`src/rtl/strobe_stretcher.sv`:
```
// ---------------------------------------------------------------------------
// strobe_stretcher
//
// Purpose:
//   Turns single-cycle internal strobes into fixed-width, visible pulses on an
//   output pin (LED / scope probe). A strobe that arrives while a pulse or its
//   trailing low gap is in progress is queued in a saturating counter. Queued
//   strobes are replayed back-to-back, each separated by a guaranteed low gap,
//   so no two strobes are ever merged into one longer pulse.
//
// Parameters:
//   HIGH_CYCLES  cycles pulse_o stays high per strobe (>= 1)
//   GAP_CYCLES   minimum low cycles between consecutive pulses (>= 1)
//   PEND_W       width of the pending-strobe counter (saturates at 2**PEND_W-1)
//
// Ports:
//   clk          system clock, all logic on the rising edge
//   nrst         synchronous active-low reset
//   strobe_i     one strobe per cycle sampled high (already synchronised)
//   pulse_o      stretched output pulse, registered
//   busy_o       high whenever the FSM is not idle, registered
//   pending_o    strobes queued but not yet started
//   overflow_o   sticky flag: a strobe was dropped at saturation
// ---------------------------------------------------------------------------
module strobe_stretcher #(
  parameter int HIGH_CYCLES = 4,
  parameter int GAP_CYCLES  = 2,
  parameter int PEND_W      = 3
) (
  input  logic              clk,
  input  logic              nrst,
  input  logic              strobe_i,
  output logic              pulse_o,
  output logic              busy_o,
  output logic [PEND_W-1:0] pending_o,
  output logic              overflow_o
);

  localparam int MAX_CYC = (HIGH_CYCLES > GAP_CYCLES) ? HIGH_CYCLES : GAP_CYCLES;
  localparam int TW      = $clog2(MAX_CYC) + 1;

  localparam logic [TW-1:0]     HIGH_LAST = TW'(HIGH_CYCLES - 1);
  localparam logic [TW-1:0]     GAP_LAST  = TW'(GAP_CYCLES - 1);
  localparam logic [PEND_W-1:0] PEND_MAX  = '1;
  localparam logic [PEND_W-1:0] PEND_ONE  = PEND_W'(1);

  typedef enum logic [1:0] {
    IDLE = 2'd0,
    HIGH = 2'd1,
    GAP  = 2'd2
  } state_t;

  state_t            state_q, state_d;
  logic [TW-1:0]     timer_q, timer_d;
  logic [PEND_W-1:0] pend_q,  pend_d;
  logic              ovf_q,   ovf_d;
  logic              pulse_q, pulse_d;
  logic              busy_q,  busy_d;

  logic high_done;
  logic gap_done;
  logic demand_nz;

  assign high_done = (state_q == HIGH) && (timer_q == HIGH_LAST);
  assign gap_done  = (state_q == GAP)  && (timer_q == GAP_LAST);
  // demand = pending + strobe_i; only its non-zero-ness matters for the
  // transition, so no wide adder is needed.
  assign demand_nz = (pend_q != '0) || strobe_i;

  // -------------------------------------------------------------------------
  // State register (also holds timer, queue and registered outputs)
  // -------------------------------------------------------------------------
  always_ff @(posedge clk) begin
    if (!nrst) begin
      state_q <= IDLE;
      timer_q <= '0;
      pend_q  <= '0;
      ovf_q   <= 1'b0;
      pulse_q <= 1'b0;
      busy_q  <= 1'b0;
    end else begin
      state_q <= state_d;
      timer_q <= timer_d;
      pend_q  <= pend_d;
      ovf_q   <= ovf_d;
      pulse_q <= pulse_d;
      busy_q  <= busy_d;
    end
  end

  // -------------------------------------------------------------------------
  // Next-state logic: FSM, phase timer and pending queue
  // -------------------------------------------------------------------------
  always_comb begin
    state_d = state_q;
    timer_d = timer_q + TW'(1);
    pend_d  = pend_q;
    ovf_d   = ovf_q;

    case (state_q)
      IDLE: begin
        timer_d = '0;
        if (strobe_i) begin
          state_d = HIGH;
        end
      end

      HIGH: begin
        if (high_done) begin
          state_d = GAP;
          timer_d = '0;
        end
      end

      GAP: begin
        if (gap_done) begin
          timer_d = '0;
          state_d = demand_nz ? HIGH : IDLE;
        end
      end

      default: begin
        state_d = IDLE;
        timer_d = '0;
      end
    endcase

    // Queue bookkeeping. On the last gap cycle one unit of demand is consumed
    // by the pulse that starts next; a coincident strobe replaces it, so the
    // count is unchanged (even at saturation, and without flagging overflow).
    if (gap_done) begin
      if (!strobe_i && (pend_q != '0)) begin
        pend_d = pend_q - PEND_ONE;
      end
    end else if ((state_q != IDLE) && strobe_i) begin
      if (pend_q == PEND_MAX) begin
        ovf_d = 1'b1;
      end else begin
        pend_d = pend_q + PEND_ONE;
      end
    end
  end

  // -------------------------------------------------------------------------
  // Output logic: derived from the next state so the registered outputs line
  // up with the state register and never glitch.
  // -------------------------------------------------------------------------
  always_comb begin
    pulse_d = (state_d == HIGH);
    busy_d  = (state_d != IDLE);
  end

  assign pulse_o    = pulse_q;
  assign busy_o     = busy_q;
  assign pending_o  = pend_q;
  assign overflow_o = ovf_q;

endmodule

```
`config.mk`:
```
export PLATFORM = sky130hd
export DESIGN_NAME = strobe_stretcher
export DESIGN_NICKNAME = d
export VERILOG_FILES = /design/src/rtl/strobe_stretcher.sv
export SDC_FILE = /design/constraint.sdc
export NUM_CORES = 1
export LEC_CHECK = 0
export CORE_AREA = 2 2 39 41
export CTS_CLUSTER_DIAMETER = 60
export DETAILED_ROUTE_END_ITERATION = 10
export DIE_AREA = 0 0 41 43
export GPL_ROUTABILITY_DRIVEN = 0
export PLACE_DENSITY = 0.75
export RECOVER_POWER = 25
export SLEW_MARGIN = 20
export SYNTH_ARGS = -nofsm -noshare
export SYNTH_HDL_FRONTEND = slang
export SYNTH_SLANG_ARGS = --single-unit
```
`constraint.sdc`:
```
create_clock -name clk -period 2.3 [get_ports clk]
set_input_delay 0.46 -clock clk [delete_from_list [all_inputs] [get_ports clk]]
set_output_delay 0.46 -clock clk [all_outputs]
set_load 0.03 [all_outputs]
```
==> qor.csv <==
stage;metric;value;unit
sta;pin slew with the least headroom to its limit;0.385;ns
global_route;GRT Max-Usage Layer;met2;
layout;Nets;91;
clock_network;Post-CTS Hold Buffers;0;
route;vias;507;
sta;Setup violations, final;0;
global_route;first-pass GRT wire length;1750;µm
worst_setup_path;crit-path max cell delay;0.45;ns
clock_network;CTS resizes;0;
global_route;grt met1 use;17.2;%
synth;flops & latches, synth;11;
worst_setup_path;Buf/Inv on CP;1;
route;WL/cell;11.0;µm
clock_network;H-tree depth;1;
global_route;global route overflow;0;
floorplanning;Core Box Area;0.00138;mm²
sta;Fmax;487;MHz
sta;final worst clock skew;0.00284;ns
worst_setup_path;kind of critical path;reg -> reg;
global_route;met3 Use GR;4.71;%
route;drt drc;0;
synth;unique cell type count in the Yosys netlist;28;
clock_network;Post-CTS Setup Inserts;0;
sta;final hold vios;0;
layout;Synth-to-Final Area Change;20.0;%
synth;sequential area share after synthesis;34.9;%
route;WL final;1050;µm
floorplanning;I/O Pins;9;
sta;Fin Setup TNS;0;ns
worst_setup_path;worst-path fanout max;8;
global_route;largest net degree at the start of global routing;9;
floorplanning;# rows;14;
run_status;outcome;complete, no violations;
synth;Synthesized Nets;78;
clock_network;CTS root buf;clkbuf_4;
power_and_ir_drop;Leak;0.322;nW
layout;diode count;0;
worst_setup_path;CP Data Arrival Time;2.26;ns
placed_design;DP HPWL;842;µm
sta;Final Cycle Share;89.2;%
floorplanning;Die Y;43;µm
worst_setup_path;Worst Setup Start Kind;flop;
synth;Mapped Cells;67;
floorplanning;Initial Util;45.6;%
synth;Syn Area/Cell;9.41;µm²
sta;Worst slew margin;74.3;%
sta;RSZ-0062 raised after global routing;false;
power_and_ir_drop;PwrDens;520;mW/mm²
synth;synthesis warning total;0;
route;TritonRoute pass-1 iters;2;
route;vias per inst;5.34;
global_route;GR Layer Usage met2;22.5;%
synth;Post-Syn Area;631;µm²
clock_network;clk slew on worst S/H paths;0.06;ns
min_path;Worst Hold Class;reg -> reg;
worst_setup_path;family with the most delay on the worst path;simple AND/OR/NAND/NOR gates;
route;drt initial violations;10;
route;ANT nets after route;0;
clock_network;clock buffer depth;2;
global_route;vias in the first global route;456;
sta;Period minus WS final;2.05;ns
clock_network;CTS tree;built;
layout;Fill cells;138;
power_and_ir_drop;Peak VDD IR;354;µV
clock_network;CTS Buf Count;3;
worst_setup_path;Slowest cell on crit path;or3_2;
power_and_ir_drop;total power draw;394;µW
worst_setup_path;Crit path top cell by count;ha_1;
flow_run;number of max-cap violations;0;
global_route;GRT Util Overall;15.3;%
global_route;initial antenna violation count;0;
floorplanning;die area;0.00176;mm²
worst_setup_path;critical path cell sequence;inv_1 -> ha_1 -> nand3b_4 -> xnor2_1 -> ha_1 -> or3_2 -> a22oi_2 -> mux2i_1;
sta;Slew Limit Fails;0;
clock_network;Clk Latency, worst-skew pair;0.27;ns
placed_design;PortBufs;8;
layout;layout cell share with drive strength beyond 1;12.7;%
floorplanning;Die W;41;µm
worst_setup_path;CP Capture Type;flop;
clock_network;CTS sink cnt;11;
worst_setup_path;Worst EP required;2.50;ns
stage by stage:
step | cells | utilization [%] | instance area (µm²) | setup WS (ns) | hold slack, ns
6_report | 95 | 54.7 | 757 | 0.248 | 0.460
5_1_grt | 95 | 54.7 | 757 | 0.0907 | 0.482
4_1_cts | 95 | 54.7 | 757 | 0.234 | 0.459
3_5_place_dp | 91 | 52.8 | 731 | 0.252 | 0.446
3_3_place_gp | 91 | 52.8 | 731 | 0.283 | 0.434
2_1_floorplan | 67 | - | 631 | 0.370 | 0.421
final cells by class:
class                   count  area, µm²  area share, %
repair buffers              8       80.1           10.6
inverters                   7       26.3           3.47
multi-input cells          49        384           50.7
well taps                  16       20.0           2.64
clock buffers               4       26.3           3.47
flip-flops and latches     11        220           29.1
Yosys cell counts:
master	number	area, µm²
nand2b_1	3	18.8
nor4b_1	1	8.76
mux2i_1	1	10.0
a21oi_1	2	10.0
a21o_2	1	8.76
or2_1	1	6.26
nor2b_1	1	6.26
nand4b_1	1	8.76
nor2_1	5	18.8
a221oi_1	1	8.76
a221o_1	1	10.0
and4b_2	1	11.3
a21boi_0	1	7.51
a31oi_2	1	12.5
xnor2_1	1	8.76
or3_4	1	11.3
nand3b_4	1	20.0
nand3_1	3	15.0
o21ai_0	2	10.0
nand2_1	3	11.3
nor3_1	5	25.0
a22oi_2	1	12.5
or3_2	1	7.51
nor3b_1	1	7.51
ha_1	8	100
dfxtp_1	11	220
inv_1	7	26.3
o31a_1	1	8.76
final timing paths:
check                             start  depth (start not counted)  slack (ns)                   endpoint
hold reg to reg   timer_q[0]$_SDFF_PN0_                          1        0.46      timer_q[0]$_SDFF_PN0_
hold / removal    timer_q[0]$_SDFF_PN0_                          1        0.46      timer_q[0]$_SDFF_PN0_
setup / recovery  state_q[0]$_SDFF_PN0_                          8        0.25  pending_o[2]$_SDFFE_PN0P_
setup reg to reg  state_q[0]$_SDFF_PN0_                          8        0.25  pending_o[2]$_SDFFE_PN0P_
kinds of logic after synthesis:
group | count (synthesis) | synth area share (%)
DFF | 11 | 34.9
buffers and inverters | 7 | 4.17
xor gates and xnor gates | 1 | 1.39
AOI/OAI and AO/OA | 11 | 14.1
and+or+nand+nor | 28 | 28.0
muxes | 1 | 1.59
adders and majority gates | 8 | 15.9
placed cells by master, fill, tap and decap left out, types with 2 or more instances in the layout:
master / instances
o21ai_0: 2
nand3_1: 3
nor3_1: 5
clkdlybuf4s50_1: 7
a21oi_1: 2
clkbuf_4: 3
dfxtp_1: 11
nand2_1: 3
ha_1: 8
nor2_1: 5
inv_1: 7
nand2b_1: 3
sequential cells by signal, indices dropped and copies added, names as in the netlist:
| register | flops |
|---|---|
| pulse_o | 1 |
| timer_q | 3 |
| pending_o | 3 |
| busy_o | 1 |
| overflow_o | 1 |
| state_q | 2 |
routing by layer:
metal | vias up | share of wire, %
met5 | - | 0
met1 | 233 | 47
met2 | 8 | 47
met3 | 5 | 3.7
li1 | 261 | -
met4 | 0 | 3.1
report_power, final:
part           leakage (nW)  total, mW  switching, mW  internal (mW)
clock                0.0150      0.129         0.0617         0.0672
combinational         0.217     0.0609         0.0338         0.0271
sequential           0.0896      0.204        0.00606          0.198
total                 0.322      0.394          0.102          0.292
Note: power is estimated with default switching activity, not from simulation.
